### config.mk
export PLATFORM = sky130hd
export DESIGN_NAME = life_scheduler_flat
export DESIGN_NICKNAME = d
export VERILOG_FILES = /design/src/rtl/life_scheduler_if.sv /design/src/rtl/life_scheduler.sv /design/src/flat_wrapper.sv
export SDC_FILE = /design/constraint.sdc
export NUM_CORES = 1
export LEC_CHECK = 0
export BUFFER_PORTS_ARGS = -buffer_cell sky130_fd_sc_hd__buf_2
export CAP_MARGIN = 0
export CORE_MARGIN = 5
export CORE_UTILIZATION = 50
export CTS_CLUSTER_SIZE = 28
export DETAILED_ROUTE_END_ITERATION = 8
export HOLD_SLACK_MARGIN = 0.1
export PLACE_DENSITY = 0.81
export SYNTH_ARGS = -nofsm -noshare
export SYNTH_HDL_FRONTEND = slang
export SYNTH_SLANG_ARGS = --single-unit
### constraint.sdc
create_clock -name clk_in -period 2.6 [get_ports clk_in]
set_input_delay 0.52 -clock clk_in [delete_from_list [all_inputs] [get_ports clk_in]]
set_output_delay 0.52 -clock clk_in [all_outputs]
set_load 0.02 [all_outputs]
### src/rtl/life_scheduler_if.sv
// life_scheduler_if: frame/datapath handshake and board write-port control
// bundle for life_scheduler.
//   master : the scheduler side (takes vsync/run/step/clear/done, drives
//            start, bank select, clear write port, generation count, busy)
//   slave  : the surrounding datapath/display/control side
// ADDR_W must equal LOG_MAX_ADDR+1 of the scheduler; the MSB of
// clr_addr_out selects the bank.
interface life_scheduler_if #(
    parameter int ADDR_W = 4,
    parameter int GEN_W  = 16
);
    logic              vsync_in;
    logic              run_in;
    logic              step_in;
    logic              clear_in;
    logic              logic_done_in;
    logic              logic_start_out;
    logic              buf_sel_out;
    logic              wr_sel_out;
    logic              clr_wr_en_out;
    logic [ADDR_W-1:0] clr_addr_out;
    logic [GEN_W-1:0]  gen_count_out;
    logic              busy_out;

    modport master (
        input  vsync_in, run_in, step_in, clear_in, logic_done_in,
        output logic_start_out, buf_sel_out, wr_sel_out, clr_wr_en_out,
               clr_addr_out, gen_count_out, busy_out
    );

    modport slave (
        output vsync_in, run_in, step_in, clear_in, logic_done_in,
        input  logic_start_out, buf_sel_out, wr_sel_out, clr_wr_en_out,
               clr_addr_out, gen_count_out, busy_out
    );
endinterface

### src/rtl/life_scheduler.sv
// life_scheduler: generation sequencer and board write-port arbiter.
// Starts one life_logic generation per frame (run), per step request
// (paused), waits for done past a guard window, then flips the display
// bank on vsync. Optional clear engine zeroes both banks.
//
// Build option: define LIFE_SCHED_CLEAR_EN to include the clear engine;
// without it clear_in is ignored and the clear write port is tied off.
//
// Ports:
//   clk_in    system clock
//   rst_n_in  synchronous active-low reset
//   bus       life_scheduler_if.master (vsync/run/step/clear/done in;
//             start, buf_sel, wr_sel, clr_wr_en, clr_addr, gen_count, busy out)
//
// state     | meaning
// ----------+--------------------------------------------------------
// IDLE      | waiting for vsync with run or a pending step, or a clear
// START     | one-cycle start pulse to life_logic, guard restarts
// COMPUTE   | datapath busy; done honoured once guard reaches DONE_GUARD
// WAIT_SWAP | generation ready; flip bank on the next vsync
// CLEAR     | clear engine owns the write port, one zero word per cycle
module life_scheduler #(
    parameter int LOG_MAX_ADDR = 3,
    parameter int WORDS        = 2 ** LOG_MAX_ADDR,
    parameter int DONE_GUARD   = 4,
    parameter int GEN_W        = 16
) (
    input logic              clk_in,
    input logic              rst_n_in,
    life_scheduler_if.master bus
);
    localparam int ADDR_W  = LOG_MAX_ADDR + 1;
    localparam int GUARD_W = $clog2(DONE_GUARD + 2);
    localparam logic [GUARD_W-1:0] GUARD_MAX = GUARD_W'(DONE_GUARD);

    localparam logic [2:0] S_IDLE      = 3'd0;
    localparam logic [2:0] S_START     = 3'd1;
    localparam logic [2:0] S_COMPUTE   = 3'd2;
    localparam logic [2:0] S_WAIT_SWAP = 3'd3;
    localparam logic [2:0] S_CLEAR     = 3'd4;

    // Both banks must fit in the clear address space.
    if (WORDS < 1 || 2 * WORDS > 2 ** ADDR_W) begin : g_bad_words
        $error("WORDS does not fit in clr_addr_out");
    end

    logic [2:0]         state;
    logic [2:0]         state_nxt;
    logic [GUARD_W-1:0] guard;
    logic               step_pend;
    logic               logic_start;
    logic               buf_sel;
    logic [GEN_W-1:0]   gen_count;
    logic               busy;
    logic               clr_go_idle;
    logic               clr_go_swap;
    logic               clr_last;

`ifdef LIFE_SCHED_CLEAR_EN
    localparam logic [ADDR_W-1:0] LAST_ADDR = ADDR_W'(2 * WORDS - 1);

    logic              clr_pend;
    logic              clr_wr_en;
    logic              wr_sel;
    logic [ADDR_W-1:0] clr_addr;

    // A clear request seen in IDLE wins over a simultaneous vsync.
    assign clr_go_idle = clr_pend | bus.clear_in;
    assign clr_go_swap = clr_pend;
    assign clr_last    = (clr_addr == LAST_ADDR);

    assign bus.wr_sel_out    = wr_sel;
    assign bus.clr_wr_en_out = clr_wr_en;
    assign bus.clr_addr_out  = clr_addr;
`else
    assign clr_go_idle = 1'b0;
    assign clr_go_swap = 1'b0;
    assign clr_last    = 1'b1;

    assign bus.wr_sel_out    = 1'b0;
    assign bus.clr_wr_en_out = 1'b0;
    assign bus.clr_addr_out  = '0;
`endif

    assign bus.logic_start_out = logic_start;
    assign bus.buf_sel_out     = buf_sel;
    assign bus.gen_count_out   = gen_count;
    assign bus.busy_out        = busy;

    always_comb begin
        state_nxt = state;
        case (state)
            S_IDLE: begin
                if (clr_go_idle)
                    state_nxt = S_CLEAR;
                else if (bus.vsync_in && (bus.run_in || step_pend))
                    state_nxt = S_START;
            end
            S_START:   state_nxt = S_COMPUTE;
            S_COMPUTE: begin
                if (guard == GUARD_MAX && bus.logic_done_in)
                    state_nxt = S_WAIT_SWAP;
            end
            S_WAIT_SWAP: begin
                // Chaining straight into START keeps free-run at one
                // generation per frame.
                if (bus.vsync_in) begin
                    if (clr_go_swap)      state_nxt = S_CLEAR;
                    else if (bus.run_in)  state_nxt = S_START;
                    else                  state_nxt = S_IDLE;
                end
            end
            S_CLEAR: begin
                if (clr_last) state_nxt = S_IDLE;
            end
            default: state_nxt = S_IDLE;
        endcase
    end

    always_ff @(posedge clk_in) begin
        if (!rst_n_in) begin
            state       <= S_IDLE;
            guard       <= '0;
            step_pend   <= 1'b0;
            logic_start <= 1'b0;
            buf_sel     <= 1'b0;
            gen_count   <= '0;
            busy        <= 1'b0;
`ifdef LIFE_SCHED_CLEAR_EN
            clr_pend    <= 1'b0;
            clr_wr_en   <= 1'b0;
            wr_sel      <= 1'b0;
            clr_addr    <= '0;
`endif
        end else begin
            state       <= state_nxt;
            busy        <= (state_nxt != S_IDLE);
            logic_start <= (state_nxt == S_START);

            if (state == S_START)
                guard <= '0;
            else if (state == S_COMPUTE && guard != GUARD_MAX)
                guard <= guard + 1'b1;

            // START is never re-entered from itself, so next==START is an entry.
            if (state_nxt == S_START)
                step_pend <= 1'b0;
            else if (bus.step_in && !bus.run_in)
                step_pend <= 1'b1;

            if (state == S_WAIT_SWAP && bus.vsync_in) begin
                buf_sel   <= ~buf_sel;
                gen_count <= gen_count + 1'b1;
            end

`ifdef LIFE_SCHED_CLEAR_EN
            if (state_nxt == S_CLEAR && state != S_CLEAR)
                clr_pend <= 1'b0;
            else if (bus.clear_in)
                clr_pend <= 1'b1;

            if (state_nxt == S_CLEAR && state != S_CLEAR) begin
                wr_sel    <= 1'b1;
                clr_wr_en <= 1'b1;
                clr_addr  <= '0;
            end else if (state == S_CLEAR) begin
                if (clr_last) begin
                    wr_sel    <= 1'b0;
                    clr_wr_en <= 1'b0;
                    clr_addr  <= '0;
                    gen_count <= '0;
                    step_pend <= 1'b0;
                end else begin
                    clr_addr <= clr_addr + 1'b1;
                end
            end
`endif
        end
    end
endmodule

### src/flat_wrapper.sv
// flat-port wrapper written by rule: the top's interface ports become plain ports
module life_scheduler_flat 
#(
    parameter int LOG_MAX_ADDR = 3,
    parameter int WORDS        = 2 ** LOG_MAX_ADDR,
    parameter int DONE_GUARD   = 4,
    parameter int GEN_W        = 16
)
  (clk_in, rst_n_in, bus_vsync_in, bus_run_in, bus_step_in, bus_clear_in, bus_logic_done_in, bus_logic_start_out, bus_buf_sel_out, bus_wr_sel_out, bus_clr_wr_en_out, bus_clr_addr_out, bus_gen_count_out, bus_busy_out);
  life_scheduler_if #(.ADDR_W(LOG_MAX_ADDR + 1), .GEN_W(GEN_W)) bus_i ();
  input logic clk_in;
  input logic rst_n_in;
  input wire logic [$bits(bus_i.vsync_in)-1:0] bus_vsync_in;
  input wire logic [$bits(bus_i.run_in)-1:0] bus_run_in;
  input wire logic [$bits(bus_i.step_in)-1:0] bus_step_in;
  input wire logic [$bits(bus_i.clear_in)-1:0] bus_clear_in;
  input wire logic [$bits(bus_i.logic_done_in)-1:0] bus_logic_done_in;
  output wire logic [$bits(bus_i.logic_start_out)-1:0] bus_logic_start_out;
  output wire logic [$bits(bus_i.buf_sel_out)-1:0] bus_buf_sel_out;
  output wire logic [$bits(bus_i.wr_sel_out)-1:0] bus_wr_sel_out;
  output wire logic [$bits(bus_i.clr_wr_en_out)-1:0] bus_clr_wr_en_out;
  output wire logic [$bits(bus_i.clr_addr_out)-1:0] bus_clr_addr_out;
  output wire logic [$bits(bus_i.gen_count_out)-1:0] bus_gen_count_out;
  output wire logic [$bits(bus_i.busy_out)-1:0] bus_busy_out;
  assign bus_i.vsync_in = bus_vsync_in;
  assign bus_i.run_in = bus_run_in;
  assign bus_i.step_in = bus_step_in;
  assign bus_i.clear_in = bus_clear_in;
  assign bus_i.logic_done_in = bus_logic_done_in;
  assign bus_logic_start_out = bus_i.logic_start_out;
  assign bus_buf_sel_out = bus_i.buf_sel_out;
  assign bus_wr_sel_out = bus_i.wr_sel_out;
  assign bus_clr_wr_en_out = bus_i.clr_wr_en_out;
  assign bus_clr_addr_out = bus_i.clr_addr_out;
  assign bus_gen_count_out = bus_i.gen_count_out;
  assign bus_busy_out = bus_i.busy_out;
  life_scheduler #(.LOG_MAX_ADDR(LOG_MAX_ADDR), .WORDS(WORDS), .DONE_GUARD(DONE_GUARD), .GEN_W(GEN_W)) u_core (.clk_in(clk_in), .rst_n_in(rst_n_in), .bus(bus_i));
endmodule
# Yosys cells after proc, flatten, opt, wreduce, memory -nomap -nowiden
# Index checks and enable logic that the tools add are counted.
# classes
add_sub_neg	2
reduce_logical	11
bitwise_logic	2
n_eq_ne	6
n_mux	5
# op_table
cell	count
$add 16x1->16 const B	1
$pmux 3 s4	1
$mux 3	3
$eq 3x1->1 const B	2
$eq 3x2->1 const B	2
$logic_and 1x1->1	5
$reduce_or 2->1	2
$add 3x1->3 const B	1
$eq 3x3->1 const B	1
$logic_not 3->1	1
$ne 3x3->1 const B	1
$reduce_bool 3->1	1
$not 1->1	2
$logic_not 1->1	1
$logic_or 1x1->1	1
$mux 1	1
# word_totals
output_inout_bits	25
in_bits	7
ff_bits	26
word_cells	33

# Longest topological paths before layout
# Gate-level depths: netlist of run 1.
# depth
depth_word	6
depth_mapped	6
ltp_nobuf	6

# Least setup slack after synthesis of run 1
# Ideal clock, no wire load.
# synth_path
path_type	register to register
start	register u_core.gen_count[6], in the netlist u_core.bus.gen_count_out[6]
end	register u_core.gen_count[15], in the netlist u_core.bus.gen_count_out[15]
t_required_ns	2.530
path_buffers	0
period_less_slack_ns	1.624
arrival_ns	1.554
setup_slack_ns	0.976
path_stages_with_launch	5
setup_ns	0.070
cell_sequence	dfxtp_1 -> and4_4 -> nand4_4 -> or4_1 -> a21boi_1
# synth_via
elab_chain_len	1
# synth_lines
element	line	rtl
start: declaration	life_scheduler.sv:53	logic [GEN_W-1:0] gen_count;
start signal: assignment	life_scheduler.sv:153	gen_count <= gen_count + 1'b1;
$add 16x1->16	life_scheduler.sv:153	
# Every way passes these cells.
# A chain may end at the register's enable or synchronous reset.

# Worst setup path after layout of run 1
# layout_path
start	register u_core.state[0]
end	register u_core.gen_count[15], in the netlist u_core.bus.gen_count_out[15]
# layout_via
elab_chain_len	2
# layout_lines
element	line	rtl
start: declaration	life_scheduler.sv:47	logic [2:0] state;
start signal: assignment	life_scheduler.sv:136	state <= state_nxt;
$eq 3x2->1	life_scheduler.sv:151	if (state == S_WAIT_SWAP && bus.vsync_in) begin
$logic_and 1x1->1	life_scheduler.sv:151	
# Every way passes these cells.

==> results of run 1 <==
## how the worst max path moves through the flow
stage,startpoint,endpoint,slack (ns),depth (start not counted)
floorplan,u_core.bus.gen_count_out[6],u_core.bus.gen_count_out[15],0.98,4
global placement,bus_vsync_in,u_core.bus.gen_count_out[15],0.86,5
detailed placement,bus_vsync_in,u_core.bus.gen_count_out[15],0.80,5
CTS,u_core.state[0],u_core.bus.gen_count_out[15],0.93,4
global route,u_core.state[0],u_core.bus.gen_count_out[13],0.71,4
finish,u_core.state[0],u_core.bus.gen_count_out[15],0.95,4
## area by class of cell
type	count	area, sq um
Timing Repair Buffer	24	120
Sequential cell	26	520
Multi-Input combinational cell	106	684
Clock inverter	1	30.0
Clock buffer	3	22.5
Fill cell	236	1020
Inverter	4	15.0
Tap cell	30	37.5
## per-stage QoR
stage / area, sq um / power [mW] / instances
final: 1430 / 0.714 / 194
after global routing: 1430 / 0.746 / 194
after CTS: 1430 / 0.723 / 194
after detailed placement: 1380 / 0.444 / 190
after global placement: 1380 / 0.443 / 190
after floorplan: 1300 / 0.443 / 147
## power by group through the flow
stage	clock, mW	combinational [mW]	sequential, mW
CTS	0.287	0.0316	0.404
floorplan	0	0.0299	0.413
finish	0.278	0.0318	0.404
global route	0.306	0.0350	0.405
global placement	0	0.0299	0.413
detailed placement	0	0.0309	0.413
## worst register-to-register path, cell delays in order (launching register included)
cell and delay, ns:
dfxtp_1 0.49, and4b_1 0.40, nand3_1 0.14, or4_1 0.42, a21boi_1 0.14
## cell families after synthesis
family / after synthesis / synth area share (%)
AO/OA/AOI/OAI: 15 / 7.26
XOR/XNOR: 12 / 8.24
adder cells (fa/ha/maj): 3 / 2.94
buffers and inverters: 15 / 7.26
flip-flops: 26 / 40.8
multiplexers: 3 / 2.36
other: 1 / 0.294
AND/OR/NAND/NOR: 66 / 30.8
## metal layers
layer	vias up	wire length, um	global-route usage [%]
met5	-	0	0
met4	0	15	2.79
met3	2	147	4.68
met2	20	1250	29.2
met1	460	1020	16.1
li1	516	-	-
## registers in the layout, indices dropped and copies added (netlist names)
signal,flops
u_core.bus.buf_sel_out,1
u_core.bus.busy_out,1
u_core.bus.gen_count_out,16
u_core.bus.logic_start_out,1
u_core.guard,3
u_core.state,3
u_core.step_pend,1
## cell usage after synthesis, types with 2 or more instances
master	count	share of area, %
dfxtp_1	26	41
nand2_1	14	4.1
and2_1	11	5.4
nand3_1	8	3.1
xnor2_1	8	5.5
buf_4	7	4.1
nor2_1	7	2.1
o21ai_0	6	2.4
a21boi_0	4	2.4
inv_1	4	1.2
nand4_1	4	2.0
xor2_1	4	2.7
ha_1	3	2.9
mux2i_1	3	2.4
nor4_1	3	1.5
or3_1	3	1.5
and3_1	2	0.98
buf_2	2	0.79
nand2b_1	2	0.98
nor2b_1	2	0.98
nor3b_1	2	1.2
==> flow_summary.toml, run 1 <==
[worst_hold_path]
hold-path-endpoint = "u_core.bus.gen_count_out[15]"
hold_depth = 2
worstHoldPathType = "reg2reg"
hold_start = "u_core.bus.gen_count_out[15]"

[final_layout]
diodes = 0
fin_util_pct = 58.3
layout-drive-gt1-share_pct = 18.9
layout_commonest_cell = "dfxtp_1"
layout_common_cells = "dfxtp_1 (26), buf_2 (24), nand2_1 (14)"
syn_to_final_growth_pct = 12.2
layout.nets = 175

[routing]
drc = 0
vias_per_cell = 5.14
first_iter_violations = 13
wl_um = 2430
wl_per_cell_um = 12.5
vias = 998
firstDrtPassIters = 4
final_antenna_net_count = 0

[global_route]
grt_pass1_vias = 1029
antenna_found_initial = 0
grt_pass1_wl_um = 4260
grt_max_degree = 23
overflow = 0
track_usage_pct = 15.1

[sta]
clock.fmax_ghz = 0.606
post-route-period-util_pct = 63.5
maxSlewViolCount = 0
setup_tns_ns = 0
fin_worst_hold_slack_ns = 0.498
hold_viol = 0
clock_skew_ns = 0.00432
setup_viol = 0
min_period_ns = 1.65
setup_ws_ns = 0.950
rsz0062_at_grt = "no"

[synthesis]
yosys_most_used_dff = "dfxtp_1"
synth.ff_latch_count = 26
syn_inst = 141
netlist_area_sq_um = 1270
syn_area_per_cell_sq_um = 9.04
synth-edff-count = 0
yosysWarnings = 0
synthArstFlopShare_pct = 0
synth_cell_types = 37
yosysSeqAreaShare_pct = 40.8

[pwr]
peakVddDrop_v = 0.000409
power_density_nw_per_um2 = 499
pwr-share-clk_pct = 38.9
pwr-share-comb_pct = 4.5
switchingPower_uw = 147
internal-power_uw = 567
p_leak_nw = 0.643
power_frac_seq_pct = 56.6
swShare_pct = 20.6

[critical_path]
r2r_cells = 4
critPathArrivalTime_ns = 1.92
r2r-end = "u_core.bus.gen_count_out[15]"
crit_path_top_delay_cell = "dfxtp_1"
slowest_delay_ns = 0.49
reg2reg_from = "u_core.state[0]"
worstSetupStartpointType = "register"
reg2reg_slack_ns = 0.95
crit_path_end_kind = "register"
path_buf_inv = 0
worstSetupPathType = "reg2reg"
critPathRequiredTime_ns = 2.87
crit_fanout = 9
critPathTopFamily = "simple AND/OR/NAND/NOR gates"
cp_cell_sequence = "and4b_1 > nand3_1 > or4_1 > a21boi_1"

[cts]
cts_max_path_buffers = 2
cts_tree = "done"
numCtsBuffers = 3
cts.sinks = 26
cts_resized = 0
clock_latency_ns = 0.32
htree_levels = 1
cts.clk_slew.worst_paths_ns = 0.14
cts_setup_buffers = 0
cts_hold_buf = 0
cts.root.buffer_cell = "clkbuf_4"

[floorplan]
core-area_sq_um = 2450
initial_utilization_pct = 51.9
die_area_sq_um = 3660
die-height_um = 60.5
rows = 18
pin_count = 32
die_x_um = 60.5

[placed_design]
place_hpwl_um = 1790
post-place-ws_ns = 0.802
io_buffers = 24
finalWeightedCongestion = 0.761

[job]
drv_cap = 0

[run_status]
status = "finished, final reports clean"
Note: power is estimated with default switching activity, not from simulation.
==> run 2: changes to the inputs <==
--- a/config.mk
+++ b/config.mk
@@ -5,6 +5,7 @@
 export SDC_FILE = /design/constraint.sdc
 export NUM_CORES = 1
 export LEC_CHECK = 0
+export ABC_AREA = 1
 export BUFFER_PORTS_ARGS = -buffer_cell sky130_fd_sc_hd__buf_2
 export CAP_MARGIN = 0
 export CORE_MARGIN = 5
@@ -12,7 +13,7 @@
 export CTS_CLUSTER_SIZE = 28
 export DETAILED_ROUTE_END_ITERATION = 8
 export HOLD_SLACK_MARGIN = 0.1
-export PLACE_DENSITY = 0.81
+export PLACE_DENSITY = 0.8
 export SYNTH_ARGS = -nofsm -noshare
 export SYNTH_HDL_FRONTEND = slang
 export SYNTH_SLANG_ARGS = --single-unit
==> constraint.sdc (replaced) <==
create_clock -name clk_in -period 1.65 [get_ports clk_in]
set_input_delay 0.33 -clock clk_in [delete_from_list [all_inputs] [get_ports clk_in]]
set_output_delay 0.33 -clock clk_in [all_outputs]
set_load 0.02 [all_outputs]
==> flow_summary.toml, run 2 <==
[placed_design]
io_buffers = 24
post-place-ws_ns = 0.267
place_hpwl_um = 1970
finalWeightedCongestion = 0.807

[global_route]
grt_pass1_vias = 1065
antenna_found_initial = 0
grt_pass1_wl_um = 4420
track_usage_pct = 15.5
overflow = 0
grt_max_degree = 18

[pwr]
p_leak_nw = 0.704
pwr-share-clk_pct = 31.3
internal-power_uw = 788
power_density_nw_per_um2 = 680
swShare_pct = 22.7
peakVddDrop_v = 0.000448
switchingPower_uw = 231
fin_total_pwr_mw = 1.02
power_frac_seq_pct = 62.7
pwr-share-comb_pct = 6.0

[critical_path]
path_buf_inv = 1
crit_fanout = 4
cp_cell_sequence = "ha_1 > inv_1 > nor3_1 > nand2_1 > nor2_1 > nand2_1 > nand2_1 > nor2_1"
worstSetupStartpointType = "register"
critPathArrivalTime_ns = 1.62
slowest_delay_ns = 0.40
critPathRequiredTime_ns = 1.88
worstSetupPathType = "reg2reg"
critPathTopFamily = "simple AND/OR/NAND/NOR gates"
reg2reg_slack_ns = 0.26
crit_path_top_delay_cell = "dfxtp_1"
crit_path_end_kind = "register"
crit_top_cell = "nand2_1"

[cts]
cts_resized = 0
cts_hold_buf = 0
cts.sinks = 26
htree_levels = 1
clock_latency_ns = 0.31
cts_tree = "done"
cts_setup_buffers = 0
numCtsBuffers = 3
cts_max_path_buffers = 2
cts.root.buffer_cell = "clkbuf_4"
cts.clk_slew.worst_paths_ns = 0.14

[sta]
setup_ws_ns = 0.263
setup_viol = 0
setup_tns_ns = 0
rsz0062_at_grt = "no"
maxSlewViolCount = 0
fin_worst_hold_slack_ns = 0.311
hold_viol = 0
clock_skew_ns = 0.00544
post-route-period-util_pct = 84.1
clock.fmax_ghz = 0.721
min_period_ns = 1.39

[routing]
vias = 1224
vias_per_cell = 4.88
wl_per_cell_um = 10.0
first_iter_violations = 53
wl_um = 2520
firstDrtPassIters = 4
drc = 0
final_antenna_net_count = 0

[final_layout]
layout_commonest_cell = "nand2_1"
diodes = 0
register_area_sq_um = 520
layout.nets = 232
layout_common_cells = "nand2_1 (40), nor2_1 (34), inv_1 (28)"
multiInputGateArea_sq_um = 663
largest_reg_flops = 16
syn_to_final_growth_pct = 13.5
layout-drive-gt1-share_pct = 16.7
fillers = 244

[run_status]
status = "finished, final reports clean"

[synthesis]
synth_cell_types = 24
synthAdderAreaFrac_pct = 2.84
yosys_most_used_dff = "dfxtp_1"
yosysSeqAreaShare_pct = 39.4
syn_area_per_cell_sq_um = 6.84
synth.ff_latch_count = 26
yosysWarnings = 0
synth_top_area_share_pct = 39.4
synthSimpleGateAreaFrac_pct = 35.5
yosysMostFrequentCell = "nand2_1"
synth-edff-count = 0
muxShareOfSynthArea_pct = 0
synthArstFlopShare_pct = 0
netlist_area_sq_um = 1320
syn_inst = 193
synth-xor-area-share_pct = 0.664
synth_common_cells = "nand2_1 (40), nor2_1 (34), inv_1 (28)"
synth-compound-area-share_pct = 9.29
synth_top_family_by_area = "simple AND/OR/NAND/NOR gates"
yosysTopAreaCell = "dfxtp_1"
synth.top_cells.by_area = "dfxtp_1 (39%), nand2_1 (11%), nor2_1 (9.7%)"

[floorplan]
core-area_sq_um = 2500
die-height_um = 61.4
pin_count = 32
rows = 18
die_x_um = 61.4
die_area_sq_um = 3770
initial_utilization_pct = 52.8

[worst_hold_path]
worstHoldPathType = "in2reg"

[job]
drv_cap = 0
==> run 2: cell count changes after synthesis, sizes merged, moves of 5 or more <==
cell and change:
a21boi -5, a21oi +13, and2 -11, inv +24
nand2 +29, nor2 +30, xnor2 -8
==> run 2: power groups by stage <==
stage / Sequential (mW) / Clock, mW / Combinational, mW
after floorplan: 0.654 / 0 / 0.0543
after global placement: 0.652 / 0 / 0.0609
after detailed placement: 0.652 / 0 / 0.0619
after CTS: 0.639 / 0.328 / 0.0619
after global routing: 0.640 / 0.361 / 0.0709
final: 0.639 / 0.319 / 0.0616
==> run 2: path summary, 6_finish.rpt <==
check,depth (start not counted),to,from
worst max-delay path,8,u_core.bus.gen_count_out[10],u_core.bus.gen_count_out[0]
worst min-delay path,5,u_core.step_pend,bus_step_in
worst max register to register,8,u_core.bus.gen_count_out[10],u_core.bus.gen_count_out[0]
worst min register to register,2,u_core.bus.buf_sel_out,u_core.bus.buf_sel_out
==> run 2: worst reg2reg max path: cells and delay by family (launching register included) <==
kind / cells / cell delay [ns]
and+or+nand+nor: 6 / 0.67
DFF: 1 / 0.40
adders and majority gates: 1 / 0.19
buffers and inverters: 1 / 0.06
==> run 2: kinds of logic (layout without fill, tap and decap cells) <==
family | after synthesis | in the layout
buf+inv | 36 | 58
fa+ha+maj | 3 | 3
flops | 26 | 26
simple gates | 102 | 102
compound gates | 24 | 24
xor+xnor | 1 | 1
other cells | 1 | 7
==> run 2: area by class of cell <==
type / instances / share of cell area (%)
Clock buffer: 4 / 2.42
Inverter: 28 / 7.02
Multi-Input combinational cell: 137 / 44.3
Sequential cell: 26 / 34.8
Tap cell: 30 / 2.51
Timing Repair Buffer: 26 / 9.02
==> run 2: stage by stage <==
step                      cell area (sq um)  utilization, %  cells
after floorplan                        1340               -    199
after global placement                 1460            58.5    247
after detailed placement               1460            58.5    247
after CTS                              1500            59.9    251
after global routing                   1500            59.9    251
final                                  1500            59.9    251
==> run 2: layer usage <==
layer	part of all wire, %	up-vias	global-route usage, %
met2	43	34	23.6
met5	0	-	0
met3	6.8	4	2.94
met4	1.4	0	5.45
li1	-	651	-
met1	49	535	21.8
